===== config.mk =====
export PLATFORM = sky130hd
export DESIGN_NAME = pcam_fault_collector
export DESIGN_NICKNAME = d
export VERILOG_FILES = /design/src/rtl/bira_pkg.sv /design/src/rtl/pcam_entry.sv /design/src/rtl/pcam_fault_collector.sv
export SDC_FILE = /design/constraint.sdc
export NUM_CORES = 1
export LEC_CHECK = 0
export CORE_MARGIN = 2
export CORE_UTILIZATION = 54
export DETAILED_ROUTE_END_ITERATION = 10
export PLACE_DENSITY = 0.83
export SLEW_MARGIN = 20
export SYNTH_ARGS = -nofsm -noshare
export SYNTH_HDL_FRONTEND = slang
export SYNTH_SLANG_ARGS = --single-unit
export TNS_END_PERCENT = 30

===== constraint.sdc =====
create_clock -name clk -period 4.5 [get_ports clk]
set_clock_uncertainty 0.05 [all_clocks]
set_input_delay 0.9 -clock clk [delete_from_list [all_inputs] [get_ports clk]]
set_output_delay 0.9 -clock clk [all_outputs]
set_load 0.01 [all_outputs]

===== src/rtl/bira_pkg.sv =====
// Shared sizing defaults and the collector FSM state type for the repair-candidate front end.
package bira_pkg;

  localparam int PCAM      = 8;
  localparam int ADDR_W    = 10;
  localparam int CNT_W     = 3;
  localparam int SPARE_COL = 2;
  localparam int SPARE_ROW = 4;

  typedef enum logic [1:0] {
    IDLE    = 2'd0,
    COLLECT = 2'd1,
    DONE    = 2'd2
  } state_e;

endpackage


===== src/rtl/pcam_entry.sv =====
// One parent-CAM entry: faulty row address, valid bit, saturating fault count and registered must-repair flag.
module pcam_entry #(
  parameter int ADDR_W    = bira_pkg::ADDR_W,
  parameter int CNT_W     = bira_pkg::CNT_W,
  parameter int SPARE_COL = bira_pkg::SPARE_COL
) (
  input  logic              clk,
  input  logic              rst_n,
  input  logic              clear_i,
  input  logic              alloc_i,
  input  logic              hit_i,
  input  logic [ADDR_W-1:0] cmp_addr_i,
  output logic [ADDR_W-1:0] addr_o,
  output logic              vld_o,
  output logic              match_o,
  output logic              must_repair_o
);

  localparam logic [CNT_W-1:0] CNT_MAX = '1;
  localparam logic [CNT_W-1:0] THRESH  = CNT_W'(SPARE_COL);

  logic [ADDR_W-1:0] addr_q;
  logic              vld_q;
  logic [CNT_W-1:0]  cnt_q;
  logic              must_q;

  // NOTE: the table lives in flops, so every field takes the async reset and all state uses <=.
  always_ff @(posedge clk or negedge rst_n) begin
    if (!rst_n) begin
      addr_q <= '0;
      vld_q  <= 1'b0;
      cnt_q  <= '0;
      must_q <= 1'b0;
    end else if (clear_i) begin
      addr_q <= '0;
      vld_q  <= 1'b0;
      cnt_q  <= '0;
      must_q <= 1'b0;
    end else begin
      // Sampled from the pre-edge count, so the flag trails the crossing accept by one cycle.
      must_q <= vld_q && (cnt_q > THRESH);
      if (alloc_i) begin
        addr_q <= cmp_addr_i;
        vld_q  <= 1'b1;
        cnt_q  <= CNT_W'(1);
      end else if (hit_i && (cnt_q != CNT_MAX)) begin
        cnt_q <= cnt_q + 1'b1;
      end
    end
  end

  assign addr_o        = addr_q;
  assign vld_o         = vld_q;
  assign match_o       = vld_q && (addr_q == cmp_addr_i);
  assign must_repair_o = must_q;

endmodule


===== src/rtl/pcam_fault_collector.sv =====
// Collects BIST fault rows into a merged parent CAM, flags must-repair rows and freezes the table on bist_done.
module pcam_fault_collector #(
  parameter int PCAM      = bira_pkg::PCAM,
  parameter int ADDR_W    = bira_pkg::ADDR_W,
  parameter int CNT_W     = bira_pkg::CNT_W,
  parameter int SPARE_COL = bira_pkg::SPARE_COL,
  parameter int SPARE_ROW = bira_pkg::SPARE_ROW
) (
  input  logic                   clk,
  input  logic                   rst_n,
  input  logic                   start,
  input  logic                   fault_valid,
  input  logic [ADDR_W-1:0]      fault_addr,
  input  logic                   bist_done,
  input  logic                   result_ack,
  output logic                   fault_ready,
  output logic [PCAM*ADDR_W-1:0] pcam_addr,
  output logic [PCAM-1:0]        pcam_vld,
  output logic [PCAM-1:0]        dsss,
  output logic [3:0]             fill_cnt,
  output logic [3:0]             must_cnt,
  output logic                   overflow,
  output logic                   unrepairable,
  output logic                   result_valid
);

  import bira_pkg::*;

  state_e          state_q, state_d;
  logic            rv_q, rv_d;
  logic            overflow_q, overflow_d;
  logic            accept, hit, full;
  logic [PCAM-1:0] vld, match, must, alloc;

  for (genvar g = 0; g < PCAM; g++) begin : g_entry
    pcam_entry #(
      .ADDR_W    (ADDR_W),
      .CNT_W     (CNT_W),
      .SPARE_COL (SPARE_COL)
    ) u_entry (
      .clk           (clk),
      .rst_n         (rst_n),
      .clear_i       (start),
      .alloc_i       (alloc[g]),
      .hit_i         (accept & match[g]),
      .cmp_addr_i    (fault_addr),
      .addr_o        (pcam_addr[g*ADDR_W +: ADDR_W]),
      .vld_o         (vld[g]),
      .match_o       (match[g]),
      .must_repair_o (must[g])
    );
    // The mux expects entry 0 on the MSB of the must-repair mask.
    assign dsss[PCAM-1-g] = must[g];
  end

  always_ff @(posedge clk or negedge rst_n) begin
    if (!rst_n) begin
      state_q    <= IDLE;
      rv_q       <= 1'b0;
      overflow_q <= 1'b0;
    end else begin
      state_q    <= state_d;
      rv_q       <= rv_d;
      overflow_q <= overflow_d;
    end
  end

  // NOTE: every always_comb output gets a default first so no path leaves it unassigned (no latch).
  always_comb begin
    state_d = state_q;
    if (start) begin
      state_d = COLLECT;
    end else begin
      case (state_q)
        COLLECT: if (bist_done) state_d = DONE;
        DONE:    if (result_ack && rv_q) state_d = IDLE;
        default: state_d = state_q;
      endcase
    end
  end

  always_comb begin
    fault_ready = (state_q == COLLECT);
    accept      = fault_valid && fault_ready && !start;
    hit         = |match;
    full        = &vld;
    // Result is held back one cycle after entering DONE so the registered dsss has settled.
    rv_d        = (state_q == DONE) && (state_d == DONE);
    overflow_d  = !start && (overflow_q || (accept && !hit && full));
  end

  always_comb begin : p_alloc
    logic found;
    found = 1'b0;
    alloc = '0;
    for (int i = 0; i < PCAM; i++) begin
      if (!vld[i] && !found) begin
        alloc[i] = 1'b1;
        found    = 1'b1;
      end
    end
    if (!accept || hit) alloc = '0;
  end

  assign pcam_vld     = vld;
  assign fill_cnt     = 4'($countones(vld));
  assign must_cnt     = 4'($countones(dsss));
  assign overflow     = overflow_q;
  assign unrepairable = overflow_q || (must_cnt > 4'(SPARE_ROW));
  assign result_valid = rv_q;

endmodule


==> results of run 1 <==
## cells in the final DEF, fill, tap and decap left out, drive strengths merged, types with 23 or more instances in the layout
master         instances
nand4                 23
clkdlybuf4s50        117
nor3                  24
nand2                 94
ha                    34
xnor2                 90
dfrtp                124
inv                   62
clkbuf                27
mux2i                 71
## through the flow
step / util / total power (W) / hold WS [ns]
2_1_floorplan: - / 0.00152 / 0.432
3_3_place_gp: 0.643 / 0.00170 / 0.448
3_5_place_dp: 0.643 / 0.00173 / 0.466
4_1_cts: 0.684 / 0.00299 / 0.499
5_1_grt: 0.687 / 0.00309 / 0.401
6_report: 0.687 / 0.00299 / 0.376
## area by class of cell
cell class                      instances  area (um^2)  area share
Tap cell                              176          220      0.0244
Multi-Input combinational cell        473         3520       0.391
Sequential cell                       124         3100       0.344
Clock buffer                           26          499      0.0553
Clock inverter                          2         35.0     0.00388
Timing Repair Buffer                  143         1410       0.156
Inverter                               62          233      0.0258
## cells by family (layout without fill, tap and decap cells)
kind of cell / Yosys count / in the layout / share of synthesized area
compound gates: 64 / 64 / 0.0555
xor+xnor: 90 / 90 / 0.109
fa+ha+maj: 42 / 42 / 0.0812
buf+inv: 118 / 233 / 0.0832
flops: 124 / 124 / 0.430
mux: 76 / 76 / 0.106
simple gates: 201 / 201 / 0.135
## flip-flops by register name, indices dropped and copies added, names as in the netlist
register                       cells
g_entry.u_entry.must_repair_o      8
result_valid                       1
g_entry.u_entry.cnt_q             24
overflow                           1
g_entry.u_entry.vld_o              8
state_q                            2
g_entry.u_entry.addr_o            80
## what timing repair did
action / CTS / global route
gates resized for setup: 14 / 4
endpoints found under the setup margin: 5 / 6
pin swaps: 4 / 1
setup buffers: 0 / 1
## worst paths after layout
path | from | to | slack (ns) | depth (start not counted)
worst min register to register | g_entry[7].u_entry.cnt_q[2]$_DFFE_PN0P_ | g_entry[7].u_entry.must_repair_o$_DFF_PN0_ | 0.49 | 2
worst min-delay path | rst_n | g_entry[5].u_entry.cnt_q[0]$_DFFE_PN0P_ | 0.38 | 1
worst max register to register | g_entry[3].u_entry.addr_o[0]$_DFFE_PN0P_ | g_entry[6].u_entry.addr_o[8]$_DFFE_PN0P_ | 1.82 | 6
min in group clk | g_entry[7].u_entry.cnt_q[2]$_DFFE_PN0P_ | g_entry[7].u_entry.must_repair_o$_DFF_PN0_ | 0.49 | 2
max in group asynchronous | rst_n | g_entry[4].u_entry.addr_o[1]$_DFFE_PN0P_ | 3.40 | 2
worst max-delay path | g_entry[0].u_entry.must_repair_o$_DFF_PN0_ | unrepairable | -0.23 | 12
## power by group through the flow
stage	registers [W]	clock network (W)	logic [W]
after detailed placement	0.00123	0	0.000500
final	0.00121	0.00128	0.000508
after floorplan	0.00123	0	0.000280
after CTS	0.00121	0.00128	0.000502
after global routing	0.00121	0.00133	0.000550
after global placement	0.00122	0	0.000481
## per-layer routing
metal | up-vias | track usage | wire [um]
met2 | 280 | 0.472 | 9830
met1 | 2907 | 0.359 | 7880
met5 | - | 0 | 0
li1 | 2607 | - | -
met4 | 0 | 0.116 | 605
met3 | 56 | 0.0632 | 1420
==> results.toml, run 1 <==
[outcome]
violations = "negative setup slack"
status = "complete, but fails checks"

[global_route]
grt_pass1_vias = 5990
grt_pass1_wl_um = 31400
grt_remaining_overflow = 0
grtUsageTotal = 0.284
grt_max_degree = 112
antenna_found_initial = 0

[cts]
cts_tree = "done"
numCtsBuffers = 17
h-tree-depth = 4
insertion_delay_ns = 0.43
cts_sinks = 124
clock_path_buffers = 2
cts_root_buffer = "clkbuf_16"
clk_pin_slew_ns = 0.05
ctsHoldBuffers = 0

[logic_synthesis]
netlist_area_um2 = 7220
synth_flop_cell = "dfrtp_1"
synth_most_common_cell = "dfrtp_1"
synth_common_cells = "dfrtp_1 (124), nand2_1 (94), xnor2_1 (90)"
syn_inst = 715
synth.avg_cell_area_um2 = 10.1
synth_fp_nets = 773
synth_top_area_cell = "dfrtp_1"
yosys.cell_types.count = 35
synth_seq_area_share = 0.430
synth_seq_cells = 124
synth_edf_count = 0
yosys-top-cells-area = "dfrtp_1 (43%), xnor2_1 (11%), mux2i_1 (9.8%)"
ys.warnings.count = 0
synth_top_area_frac = 0.430
synthArstFlopShare = 1.00

[floorplanning]
dieArea_um2 = 14300
fp.dieH_um = 120
num_rows = 42
io_pins = 124
fp.coreArea_um2 = 13100
start_util = 0.549
die_x_um = 120

[timing]
period_share = 1.05
rsz0062_at_grt = "true"
min_period_ns = 4.73
max-slew-margin-rel = 0.278
hold_viol_final = 0
drv_slew = 0
setup_tns_ns = -0.235
setup_ws_ns = -0.235
setup_viol = 1
fmax_mhz = 211
max_slew.worst_pin.slew_ns = 1.08

[finish]
finalNonFillerCells = 1006
n_antenna_cell = 0
layout-drive-gt1-share = 0.0735
fin_nets = 879
nFillCells = 1002
syn2layout_area_growth_pct = 25.0
final_cell_area_um2 = 9020

[setup_path]
cp_slowest_stage_delay_ns = 0.54
path_buf_inv = 5
cp_data_arrival_time_ns = 3.78
path_delay_family = "adder cells"
path_cells = "fa_1 -> inv_1 -> fa_1 -> fa_1 -> inv_1 -> ha_1 -> inv_1 -> fa_1 -> inv_1 -> o21ai_1 -> or3b_4 -> buf_6"
critPathKind = "register to output pin"
cp-start-kind = "register"
critPathMaxFanout = 2
required_ns = 3.55
cp-end-kind = "output pin"
slowest_stage = "fa_1"

[placement]
portBuffers = 123
place_area_um2 = 8440
dp_hpwl_um = 14000
placed_cells_incl_taps = 976
dp_slack_ns = -0.357
place_congestion = 0.912

[power]
p_leak_nw = 4.27
vdd_drop_max_uv = 188
clkPwrFrac = 0.427
p_sw_frac = 0.272
power-per-cell-area_nw_per_um2 = 332
switching_power_w = 0.000814
power.share.sequential = 0.404
p_comb_frac = 0.170
intPower_w = 0.00218

[detailed_routing]
viasPerCell = 5.82
first_pass_iters = 5
drt-total-wl_um = 19700
routedWlPerCell_um = 19.6
drt_iter0_drc = 498
drc = 0
vias = 5850
postRouteAntennaNets = 0

[flow_run]
maxCapViolCount = 0

[min_path]
min_path_type = "input pin to asynchronous set/reset pin"
(Power assumes the default switching activity.)
==> inputs of run 2 (changes only) <==
--- a/config.mk
+++ b/config.mk
@@ -9,6 +9,7 @@
 export CORE_UTILIZATION = 54
 export DETAILED_ROUTE_END_ITERATION = 10
 export PLACE_DENSITY = 0.83
+export SETUP_SLACK_MARGIN = 0.4
 export SLEW_MARGIN = 20
 export SYNTH_ARGS = -nofsm -noshare
 export SYNTH_HDL_FRONTEND = slang
==> results.toml, run 2 (same netlist as run 1, synthesis figures left out) <==
[placement]
dp_hpwl_um = 13800
placed_cells_incl_taps = 975
place_congestion = 0.916
portBuffers = 123

[setup_path]
cp-end-kind = "output pin"
r2r-start = "g_entry[3].u_entry.addr_o[0]$_DFFE_PN0P_"
r2r_slack_ns = 1.85
required_ns = 3.55
r2r_cells = 6
reg2reg_to = "g_entry[2].u_entry.addr_o[1]$_DFFE_PN0P_"
cp-start-kind = "register"
critPathMaxFanout = 2
crit_end = "unrepairable"
cp_data_arrival_time_ns = 3.77
startpoint = "g_entry[0].u_entry.must_repair_o$_DFF_PN0_"
critPathKind = "register to output pin"

[finish]
fin_nets = 879
syn2layout_area_growth_pct = 25.6
final_common_cell = "dfrtp_1"
largest_reg_flops = 80
n_antenna_cell = 0
layout-drive-gt1-share = 0.0971
finalNonFillerCells = 1010
final_cell_mix = "dfrtp_1 (124), clkdlybuf4s50_1 (113), nand2_1 (94), xnor2_1 (88), mux2i_1 (71)"

[power]
p_leak_nw = 4.31
vdd_drop_max_uv = 206
power-per-cell-area_nw_per_um2 = 344

[timing]
period_share = 1.05
rsz0062_at_grt = "true"
fmax_mhz = 212
drv_slew = 0
max-slew-margin-rel = 0.285
max_slew.worst_pin.slew_ns = 1.07
hold_viol_final = 0
setup_tns_ns = -0.223
setup_viol = 1
setup_ws_ns = -0.223
min_period_ns = 4.72

[cts]
numCtsBuffers = 17
insertion_delay_ns = 0.43
ctsHoldBuffers = 0
cts_root_buffer = "clkbuf_16"
cts_sinks = 124
clock_path_buffers = 2
cts_tree = "done"
h-tree-depth = 4
clk_pin_slew_ns = 0.05

[global_route]
grt_pass1_vias = 6016
antenna_found_initial = 0
grt_pass1_wl_um = 31300
grt_max_degree = 112
grtUsageTotal = 0.283
grt_remaining_overflow = 0

[outcome]
status = "complete, but fails checks"
violations = "negative setup slack"

[detailed_routing]
first_pass_iters = 5
viasPerCell = 5.79
drc = 0
postRouteAntennaNets = 0
routedWlPerCell_um = 19.3
drt-total-wl_um = 19500
drt_iter0_drc = 511
vias = 5850

[min_path]
min_path_type = "register to register"

[floorplanning]
io_pins = 124
dieArea_um2 = 14300
num_rows = 42
die_x_um = 120
start_util = 0.549
fp.coreArea_um2 = 13100
fp.dieH_um = 120

[flow_run]
maxCapViolCount = 0
run 2: changes by cell type in the layout (fill, tap and decap cells not counted), moves of 3 or more:
cell / delta
inv_2: +5
clkinv_2: +5
buf_2: +3
dlygate4sd2_1: +3
clkbuf_1: -4
clkdlybuf4s50_1: -4
inv_1: -5
run 2: cell type report:
cell class                 count  area, um^2
clock buffer                  20         457
clock inverter                12         145
fill                         933        4080
inverter                      62         233
multi-input combinational    473        3540
sequential                   124        3100
tap                          176         220
timing repair buffer         143        1360
run 2: what timing repair did:
action / CTS / global route
pin swaps: 4 / 5
gates resized for setup: 29 / 9
buffers inserted: 1 / 2
endpoints found under the setup margin: 9 / 7
run 2: metal layers:
layer,up-vias,share of wire,global-route usage
li1,2608,-,-
met4,0,0.039,0.143
met3,68,0.077,0.0604
met1,2888,0.40,0.363
met5,-,0,0
met2,286,0.48,0.456
run 2: power by group:
part | leakage (nW) | switching (W) | total, W | internal [W]
clock | 0.299 | 0.000505 | 0.00140 | 0.000894
combinational | 2.29 | 0.000298 | 0.000511 | 0.000213
sequential | 1.72 | 0.0000465 | 0.00121 | 0.00116
run 2: worst max-delay path, cell delays in order, from the launching register on:
cell	delay, ns
dfrtp_1	0.40
fa_1	0.55
inv_1	0.05
fa_1	0.50
fa_1	0.42
inv_1	0.07
ha_2	0.18
inv_2	0.04
fa_1	0.49
inv_2	0.04
o21ai_2	0.11
or3b_4	0.38
buf_6	0.13
run 2: worst min path at each step:
stage / to / start / cells after the start
floorplan: g_entry[6].u_entry.must_repair_o$_DFF_PN0_ / g_entry[6].u_entry.cnt_q[2]$_DFFE_PN0P_ / 2
global placement: overflow$_DFF_PN0_ / overflow$_DFF_PN0_ / 2
detailed placement: overflow$_DFF_PN0_ / overflow$_DFF_PN0_ / 2
CTS: g_entry[7].u_entry.must_repair_o$_DFF_PN0_ / g_entry[7].u_entry.cnt_q[2]$_DFFE_PN0P_ / 2
global route: g_entry[7].u_entry.must_repair_o$_DFF_PN0_ / g_entry[7].u_entry.cnt_q[2]$_DFFE_PN0P_ / 2
finish: overflow$_DFF_PN0_ / overflow$_DFF_PN0_ / 2
run 2: through the flow:
stage          power (W)  hold WS (ns)  instance area [um^2]  utilization  setup slack, ns
5_1_grt          0.00322         0.538                  9060        0.690           -0.320
6_report         0.00312         0.488                  9060        0.690           -0.223
3_3_place_gp     0.00170         0.459                  8430        0.641          -0.0764
4_1_cts          0.00312         0.491                  9030        0.687           -0.263
2_1_floorplan    0.00152         0.432                  7220            -            0.409
3_5_place_dp     0.00172         0.481                  8430        0.641           -0.199
==> inputs of run 3 (changes only) <==
--- a/config.mk
+++ b/config.mk
@@ -6,9 +6,9 @@
 export NUM_CORES = 1
 export LEC_CHECK = 0
 export CORE_MARGIN = 2
-export CORE_UTILIZATION = 54
+export CORE_UTILIZATION = 40
 export DETAILED_ROUTE_END_ITERATION = 10
-export PLACE_DENSITY = 0.83
+export PLACE_DENSITY = 0.65
 export SETUP_SLACK_MARGIN = 0.4
 export SLEW_MARGIN = 20
 export SYNTH_ARGS = -nofsm -noshare
==> results.toml, run 3 (same netlist as run 1, synthesis figures left out) <==
[timing]
max_slew.worst_pin.slew_ns = 0.753
hold_viol_final = 0
fmax_mhz = 211
drv_slew = 0
period_share = 1.05
setup_ws_ns = -0.245
rsz0062_at_grt = "true"
setup_viol = 1
max-slew-margin-rel = 0.498
min_period_ns = 4.75

[cts]
clk_pin_slew_ns = 0.06
cts_tree = "done"
clock_path_buffers = 2
h-tree-depth = 4
cts_root_buffer = "clkbuf_16"
numCtsBuffers = 17
ctsHoldBuffers = 0
insertion_delay_ns = 0.43
cts_sinks = 124

[finish]
layout-drive-gt1-share = 0.122
final_common_cell = "dfrtp_1"
n_antenna_cell = 0
final_cell_area_um2 = 9370
fin_nets = 896
fin_util = 0.525
syn2layout_area_growth_pct = 29.9
final_cell_mix = "dfrtp_1 (124), clkdlybuf4s50_1 (113), nand2_1 (94), xnor2_1 (88), mux2i_1 (71)"
largest_reg_flops = 80

[placement]
portBuffers = 123
place_congestion = 0.838
dp_hpwl_um = 14000
place_area_um2 = 8650
dp_slack_ns = -0.169

[setup_path]
required_ns = 3.55
critPathKind = "register to output pin"
cp-end-kind = "output pin"
cp-start-kind = "register"
critPathMaxFanout = 2
cp_data_arrival_time_ns = 3.80

[global_route]
grt_pass1_vias = 5710
antenna_found_initial = 0
grtUsageTotal = 0.209
grt_pass1_wl_um = 31400
grt_max_degree = 71
grt_remaining_overflow = 0

[power]
p_leak_nw = 4.43
finalPower_w = 0.00332
power-per-cell-area_nw_per_um2 = 355
vdd_drop_max_uv = 279

[floorplanning]
dieArea_um2 = 19100
num_rows = 49
die_x_um = 138
fp.dieH_um = 138
fp.coreArea_um2 = 17800
start_util = 0.404
io_pins = 124

[flow_run]
maxCapViolCount = 0

[outcome]
status = "complete, but fails checks"
violations = "negative setup slack"

[detailed_routing]
vias = 5652
first_pass_iters = 5
postRouteAntennaNets = 0
drc = 0
viasPerCell = 5.23
routedWlPerCell_um = 18.2
drt-total-wl_um = 19600
drt_iter0_drc = 462

[min_path]
min_path_type = "input pin to asynchronous set/reset pin"
-- run 3: final cells by class --
type / count / area, um^2
multi-input combinational: 473 / 3560
tap: 229 / 287
inverter: 62 / 233
timing repair buffer: 160 / 1510
clock buffer: 17 / 425
fill: 1592 / 8470
clock inverter: 15 / 260
sequential: 124 / 3100
-- run 3: repair_timing --
item                                    4_1_cts  5_1_grt
endpoints found under the hold margin         0        0
pin swaps                                    10        9
resized for setup                            33       14
buffers inserted                              0        1
endpoints found under the setup margin        9        8
-- run 3: report_power, final --
group	internal [W]	switching, W	total, W
registers	0.00116	0.0000442	0.00121
clock network	0.00105	0.000551	0.00160
logic	0.000223	0.000296	0.000519
-- run 3: metrics by stage --
stage | std cells | hold WS [ns] | setup TNS (ns)
3_3_place_gp | 1047 | 0.464 | -0.0846
5_1_grt | 1080 | 0.524 | -0.333
2_1_floorplan | 715 | 0.432 | 0
3_5_place_dp | 1047 | 0.465 | -0.169
6_report | 1080 | 0.460 | -0.245
4_1_cts | 1079 | 0.486 | -0.341
-- run 3: worst paths after layout --
kind | startpoint | end | slack [ns] | cells past startpoint
max in group asynchronous | rst_n | g_entry[0].u_entry.cnt_q[0]$_DFFE_PN0P_ | 3.08 | 2
worst max register to register | g_entry[2].u_entry.addr_o[9]$_DFFE_PN0P_ | g_entry[6].u_entry.addr_o[8]$_DFFE_PN0P_ | 1.92 | 6
min in group clk | g_entry[5].u_entry.cnt_q[2]$_DFFE_PN0P_ | g_entry[5].u_entry.must_repair_o$_DFF_PN0_ | 0.48 | 2
worst min register to register | g_entry[5].u_entry.cnt_q[2]$_DFFE_PN0P_ | g_entry[5].u_entry.must_repair_o$_DFF_PN0_ | 0.48 | 2
worst min-delay path | rst_n | g_entry[0].u_entry.addr_o[3]$_DFFE_PN0P_ | 0.46 | 1
worst max-delay path | g_entry[0].u_entry.must_repair_o$_DFF_PN0_ | unrepairable | -0.25 | 12
-- run 3: per-layer routing --
metal  GRT usage  part of all wire  vias up
met5           0                 0        -
met4      0.0736             0.025        0
met3      0.0436             0.052       35
met2       0.328              0.46      181
met1       0.288              0.46     2780
li1            -                 -     2656
-- run 3: worst max-delay path: stages (launching register included) --
cell and delay [ns]:
dfrtp_1 0.40, fa_1 0.56, inv_2 0.04, fa_1 0.50, fa_2 0.45, inv_2 0.08, ha_4 0.13, inv_2 0.03
fa_2 0.52, inv_2 0.04, o21ai_1 0.10, or3b_4 0.38, buf_6 0.13
